--- src/rtl/mxn_shift_lane_packer_pkg.sv ---
// Shared definitions for the lane packer and the shift-word legality checker:
// shift-word field positions, direction encodings, amount limits, FSM encoding.
package mxn_shift_lane_packer_pkg;

  localparam int AMT_LO  = 1;
  localparam int DIR_BIT = 0;

  localparam logic DIR0 = 1'b0;
  localparam logic DIR1 = 1'b1;

  localparam logic [0:0] ST_FILL = 1'b0;
  localparam logic [0:0] ST_HOLD = 1'b1;

  function automatic int fill_bit(input int width);
    return width - 1;
  endfunction

  function automatic int amt_hi(input int width);
    return width - 2;
  endfunction

  function automatic int max_amt_dir0(input int width);
    return width - 1;
  endfunction

  function automatic int max_amt_dir1(input int width);
    return width / 2;
  endfunction

endpackage

--- src/rtl/mxn_shift_lane_packer_shift_ctrl_check.sv ---
// Combinational legality check of one shift-control word; an illegal word is
// replaced by all-zero so the shifter never sees an out-of-range amount.
module shift_ctrl_check
  import mxn_shift_lane_packer_pkg::*;
#(
  parameter int WIDTH = 4
) (
  input  logic [WIDTH-1:0] i_shift,
  output logic             o_legal,
  output logic [WIDTH-1:0] o_word
);

  localparam int AMT_HI = amt_hi(WIDTH);
  localparam int AMT_W  = AMT_HI - AMT_LO + 1;

  // One spare MSB keeps the compare from degenerating when the limit is all-ones.
  localparam logic [AMT_W:0] MAX_DIR0 = (AMT_W+1)'(max_amt_dir0(WIDTH));
  localparam logic [AMT_W:0] MAX_DIR1 = (AMT_W+1)'(max_amt_dir1(WIDTH));

  logic [AMT_W:0] w_amt;
  logic           w_dir;

  assign w_amt = {1'b0, i_shift[AMT_HI:AMT_LO]};
  assign w_dir = i_shift[DIR_BIT];

  always_comb begin
    // NOTE: every output gets a default first, so no path can infer a latch.
    o_legal = 1'b0;
    o_word  = '0;
    if (w_dir == DIR1) o_legal = (w_amt <= MAX_DIR1);
    else               o_legal = (w_amt <= MAX_DIR0);
    if (o_legal) o_word = i_shift;
  end

endmodule

--- src/rtl/mxn_shift_lane_packer.sv ---
// Collects one lane per beat into packed operand/shift vectors and hands the
// group to the shifter array; HOLD with pack_ready passes straight into a new group.
module mxn_shift_lane_packer
  import mxn_shift_lane_packer_pkg::*;
#(
  parameter int WIDTH = 4,
  parameter int SETS  = 2,
  localparam int CW   = $clog2(SETS + 1)
) (
  input  logic                  clk,
  input  logic                  rst,
  input  logic                  in_valid,
  output logic                  in_ready,
  input  logic [WIDTH-1:0]      in_data,
  input  logic [WIDTH-1:0]      in_shift,
  input  logic                  in_last,
  input  logic                  flush,
  output logic                  pack_valid,
  input  logic                  pack_ready,
  output logic [SETS*WIDTH-1:0] in_packed,
  output logic [SETS*WIDTH-1:0] shift_packed,
  output logic [CW-1:0]         pack_lanes,
  output logic [SETS-1:0]       illegal_packed
);

  logic [0:0]            r_state;
  logic [CW-1:0]         r_count;
  logic [SETS*WIDTH-1:0] r_data;
  logic [SETS*WIDTH-1:0] r_shift;
  logic [SETS-1:0]       r_illegal;

  logic                  w_accept;
  logic                  w_new_group;
  logic [CW-1:0]         w_lane;
  logic                  w_close;
  logic                  w_legal;
  logic [WIDTH-1:0]      w_shift_clean;

  shift_ctrl_check #(.WIDTH(WIDTH)) u_check (
    .i_shift (in_shift),
    .o_legal (w_legal),
    .o_word  (w_shift_clean)
  );

  assign in_ready    = (r_state == ST_FILL) || pack_ready;
  assign w_accept    = in_valid && in_ready;
  // A beat taken while HOLD is draining starts the next group at lane 0.
  assign w_new_group = (r_state == ST_HOLD) || (r_count == '0);
  assign w_lane      = w_new_group ? '0 : r_count;
  assign w_close     = in_last || flush || (w_lane == CW'(SETS - 1));

  always_ff @(posedge clk or posedge rst) begin
    if (rst) begin
      // NOTE: the lane registers are reset too, since the outputs must read zero right after reset.
      r_state   <= ST_FILL;
      r_count   <= '0;
      r_data    <= '0;
      r_shift   <= '0;
      r_illegal <= '0;
    end else begin
      // NOTE: sequential state uses non-blocking assignments only.
      if (w_accept) begin
        r_count <= w_lane + CW'(1);
        r_state <= w_close ? ST_HOLD : ST_FILL;
        for (int i = 0; i < SETS; i++) begin
          if (int'(w_lane) == i) begin
            r_data[i*WIDTH +: WIDTH]  <= in_data;
            r_shift[i*WIDTH +: WIDTH] <= w_shift_clean;
            r_illegal[i]              <= !w_legal;
          end else if (w_new_group) begin
            r_data[i*WIDTH +: WIDTH]  <= '0;
            r_shift[i*WIDTH +: WIDTH] <= '0;
            r_illegal[i]              <= 1'b0;
          end
        end
      end else if (r_state == ST_FILL) begin
        if (flush && (r_count != '0)) r_state <= ST_HOLD;
      end else if (pack_ready) begin
        r_state <= ST_FILL;
        r_count <= '0;
      end
    end
  end

  assign pack_valid     = (r_state == ST_HOLD);
  assign pack_lanes     = pack_valid ? r_count : '0;
  assign in_packed      = r_data;
  assign shift_packed   = r_shift;
  assign illegal_packed = r_illegal;

endmodule

--- config.mk ---
export PLATFORM = sky130hd
export DESIGN_NAME = mxn_shift_lane_packer
export DESIGN_NICKNAME = d
export VERILOG_FILES = /design/src/rtl/mxn_shift_lane_packer_pkg.sv /design/src/rtl/mxn_shift_lane_packer_shift_ctrl_check.sv /design/src/rtl/mxn_shift_lane_packer.sv
export SDC_FILE = /design/constraint.sdc
export NUM_CORES = 1
export LEC_CHECK = 0
export ABC_AREA = 1
export CORE_AREA = 2 2 60 51
export DETAILED_ROUTE_END_ITERATION = 10
export DIE_AREA = 0 0 62 53
export PLACE_DENSITY = 0.71
export SYNTH_ARGS = -nofsm -noshare
export SYNTH_HDL_FRONTEND = slang
export SYNTH_HIERARCHICAL = 1
export SYNTH_SLANG_ARGS = --single-unit
--- constraint.sdc ---
create_clock -name clk -period 2.82 [get_ports clk]
set_input_delay 0.423 -clock clk [delete_from_list [all_inputs] [get_ports clk]]
set_output_delay 0.423 -clock clk [all_outputs]
set_load 0.02 [all_outputs]
Word-level counts from Yosys, hierarchy flattened
Cells that the tools add are included.

$add $sub $neg: 1. Multiply operators: 0. Div/mod/pow operators: 0. Magnitude comparators: 2. Eq/ne operators: 2. Shift-type cells: 0. Multiplexer cells: 20. Bitwise gates (word level): 1. Reductions and logical operators: 17.

Operators by type and width (number): 2-to-1 mux 4 bit (6); 2-to-1 mux 2 bit (5); nonzero test 2 bit (5); 2-to-1 mux 1 bit (9); AND reduction 2 bit (3); <= comparator 2 bit, second input constant (2); zero test 2 bit (2); logical OR 1 bit (4); adder 2 x 1 -> 2 bit, second input constant (1); equality test 2 x 1 -> 1 bit, second input constant (1); equality test 2 bit, second input constant (1); logical AND 1 bit (2); zero test 1 bit (1); inverter 1 bit (1).

Bits in registers: 21. Bits in latches: 0. Bits in writable memories: 0. Memory bits (read-only): 0. Input port bits: 14. Output and inout port bits: 22. Word-level logic and storage cells: 51. Memories kept: 0.

Logic depth before layout (Yosys ltp)
Depth in word-level cells: 7. Mapped depth: 9. Depth with buffers taken out: 9.

Cells and area by module
The synthesis kept the hierarchy.

Modules (own cells, without submodules): mxn_shift_lane_packer (times used 1, cells an instance 132, area an instance 1029.7 sq um, seq. area each 525.5 sq um); shift_ctrl_check (times used 1, cells an instance 6, area an instance 35.0 sq um, seq. area each 0.0 sq um).

Worst setup path after synthesis
OpenSTA, ideal clock, no wires.

Path type: reg-to-reg. From: register r_state (netlist: pack_valid). To: register r_illegal[1] (netlist: illegal_packed[1]). Setup time: 65 ps. Data arrival time: 1439 ps. Data required time: 2755 ps. Setup slack: 1316 ps. Cell stages (with the launch flop): 9. Path buffers: 1. Period minus slack after synthesis: 1504 ps. Path through: dfrtp_1 > inv_1 > nand2_1 > ha_1 > clkbuf_1 > inv_1 > nor2_1 > nand3_1 > nand2_1.

Longest elaborated chain between the ends: 5. Elaborated cells between the ends (all ways): 9. Classes of those cells: eq/ne (1); mux (2); bitwise (1); reduce/logical (5).

Ends and longest elaborated chain: start, declared (line mxn_shift_lane_packer.sv:26) `logic [0:0] r_state;`; start signal, assigned (line mxn_shift_lane_packer.sv:64) `r_state <= w_close ? ST_HOLD : ST_FILL;`; logical OR 1 bit (line mxn_shift_lane_packer.sv:48) `assign w_new_group = (r_state == ST_HOLD) || (r_count == '0);`; 2-to-1 mux 2 bit (line mxn_shift_lane_packer.sv:49) `assign w_lane = w_new_group ? '0 : r_count;`; equality test 2 bit (line mxn_shift_lane_packer.sv:66) `if (int'(w_lane) == i) begin`; nonzero test 2 bit (no source line); AND reduction 2 bit (no source line); end signal, assigned by index (line mxn_shift_lane_packer.sv:69) `r_illegal[i] <= !w_legal;`; end, declared (line mxn_shift_lane_packer.sv:30) `logic [SETS-1:0] r_illegal;`.

Several ways; a longest one is shown, not always the timed one. A chain may end at the register's enable or synchronous reset.

Worst setup path after layout
From: input pack_ready. To: output in_ready.

Longest elaborated chain between the ends: 1.

Ends and longest elaborated chain: start, declared (line mxn_shift_lane_packer.sv:19) `input logic pack_ready,`; logical OR 1 bit (line mxn_shift_lane_packer.sv:45) `assign in_ready = (r_state == ST_FILL) || pack_ready;`; end, declared (line mxn_shift_lane_packer.sv:13) `output logic in_ready,`.

No other way between the ends.

==> flow_summary.ini <==
[place]
pre_cts_ws_ps = 737.1
gp_congestion = 0.7787
dp_hpwl_um = 1834
io_buffer_count = 35

[logic_synthesis]
syn_inst = 138
yosys-top-cells-area = dfrtp_1 49%, nand2_1 21%, nand3_1 7.5%
ys_types = 15
ys_ff_latch = 21
synth.most_common_cell = nand2_1
synth_commonest_cells = 60 x nand2_1, 21 x dfrtp_1, 21 x inv_1
synthArstFlopShare_pct = 100.0
yosys.area.top_type_share_pct = 49.35
postSynthAreaPerCell_sq_um = 7.716
yosysTopAreaCell = dfrtp_1
synthFlopType = dfrtp_1
synth_nets = 155
netlist_area_sq_mm = 0.001065
synth_edf_count = 0
ys_seq_area_share_pct = 49.35
ys_warn_count = 6

[cells_and_area]
drive_gt1_share_pct = 6.286
diodes = 0
nNetsFinal = 193
postLayoutCoreUtil_pct = 55.48
area_growth_pct = 38.54
fillers = 273

[critical_path]
path_class = input port to output port
path_common_cell = clkdlybuf4s50_1
critPathArrivalTime_ps = 1660
worstPathRequired_ps = 2400
critical_path_depth = 4
slowest_delay_ps = 610
cp_slowest_cell = clkdlybuf4s50_1
cp_max_fo = 3
r2r_slack_ps = 1180
crit_buf_inv = 3
crit_chain = clkdlybuf4s50_1 > inv_1 > nand2_2 > clkdlybuf4s50_1
reg2reg_depth = 8
cp_top_family = buffers and inverters
endpoint_kind = output port
start_kind = input port

[pwr]
p_leak_nw = 0.8144
max-vdd-ir-drop_mv = 0.3328
p_per_area_mw_per_mm2 = 595.3

[clocking]
cts_hold_buf = 0
clkLatencyLatePin_ps = 300
clockRootBuffer = clkbuf_4
post_cts_resize_count = 0
cts.clk_slew.worst_paths_ps = 110
clock-sinks = 21
cts_setup_buffers = 0
clockBufferDepth = 2
cts_made_buffers = 3
cts_tree = yes
htreeDepth = 1

[run_status]
outcome = finished clean

[route]
vias_per_cell = 4.423
wl_per_cell_um = 10.70
dr.pass1.iters = 4
drt_iter0_drc = 34
vias = 942
ant_nets = 0
wl_um = 2280
drcViolationCount = 0

[grt]
track_usage_pct = 16.38
antenna_found_initial = 0
overflow = 0
grt_max_degree = 22
grt_pass1_wl_um = 3995
grt_pass1_vias = 899

[die]
die_w_um = 62
pin_count = 36
core-area_sq_mm = 0.002659
num_rows = 17
die_h_um = 53
start_util_pct = 40.05
die-area_sq_mm = 0.003286

[timing]
hold_viol = 0
rsz0062_at_grt = no
fmax_ghz = 0.4806
tns_ps = 0
setup_viol = 0
worst_slack_ps = 739.5
slew_headroom_pct = 47.98
min_period_ps = 2081
slew_viol_final = 0
skew_ps = 4.309
finalCritPeriodShare_pct = 73.78
worst_pin_slew_ps = 779.4

[run]
maxCapViolations = 0

[worst_hold_path]
holdPathStages = 2
hp-class = flip-flop to flip-flop
## placed cells by master (no fill, tap or decap)
cell | netlist | routed
nand2_1 | 60 | 60
clkdlybuf4s50_1 | 0 | 35
inv_1 | 21 | 21
dfrtp_1 | 21 | 21
nand3_1 | 16 | 16
nand2_2 | 3 | 3
o21ai_0 | 3 | 3
ha_1 | 3 | 3
clkbuf_4 | 0 | 3
a21boi_0 | 3 | 3
nor2_1 | 2 | 2
nand2_4 | 1 | 1
inv_2 | 1 | 1
nand3_4 | 1 | 1
nor2_2 | 1 | 1
clkinv_2 | 0 | 1
## worst paths after layout
check	from	end
worst min register to register	shift_packed[3]$_DFFE_PP0P_	shift_packed[3]$_DFFE_PP0P_
worst max register to register	pack_valid$_DFF_PP0_	illegal_packed[0]$_DFFE_PP0P_
max in group asynchronous	rst	r_count[1]$_DFFE_PP0P_
worst max-delay path	pack_ready	in_ready
min in group asynchronous	rst	shift_packed[2]$_DFFE_PP0P_
worst min-delay path	shift_packed[3]$_DFFE_PP0P_	shift_packed[3]$_DFFE_PP0P_
## sequential cells by signal, indices dropped and copies added, names as in the netlist
| signal | cells |
|---|---|
| r_count | 2 |
| illegal_packed | 2 |
| in_packed | 8 |
| shift_packed | 8 |
| pack_valid | 1 |
## stage by stage
step	power, mW	instance area (sq um)	hold WS [ps]	cells
5_1_grt	0.9413	1475	510.5	213
3_5_place_dp	0.7467	1448	460.4	209
6_report	0.8781	1475	482.2	213
3_3_place_gp	0.7379	1448	454.1	209
4_1_cts	0.8906	1475	484.7	213
2_1_floorplan	0.5874	1065	399.5	138
## logic make-up after synthesis
kind of cell / after synthesis / share of synthesized area (%)
simple gates: 84 / 34.43
buf+inv: 24 / 9.165
flops: 21 / 49.35
compound gates: 6 / 3.525
fa+ha+maj: 3 / 3.526
## worst min-delay path, cell delays in order, from the launching register on
cell and delay [ps]:
dfrtp_1 360, nand2_1 50, nand2_1 50
## metal layers
layer	part of all wire (%)	GRT usage, %
met2	45	25.35
met1	50	23.32
met3	4.8	5.868
met4	0	0
met5	0	0
## final cells by class
type	count	area, sq um	share of cell area (%)
clock inverters	1	5.005	0.3393
flip-flops and latches	21	525.5	35.62
repair buffers	35	350.3	23.75
clock buffers	3	22.52	1.527
well taps	38	47.55	3.223
multi-input cells	93	441.7	29.94
inverters	22	82.58	5.598
## report_power, final
group	total (mW)	internal [mW]	switching (mW)
combinational	0.351	0.152	0.198
clock	0.141	0.0529	0.0880
sequential	0.387	0.353	0.0338
total	0.878	0.558	0.320
Power figures use the tool's default switching activity.
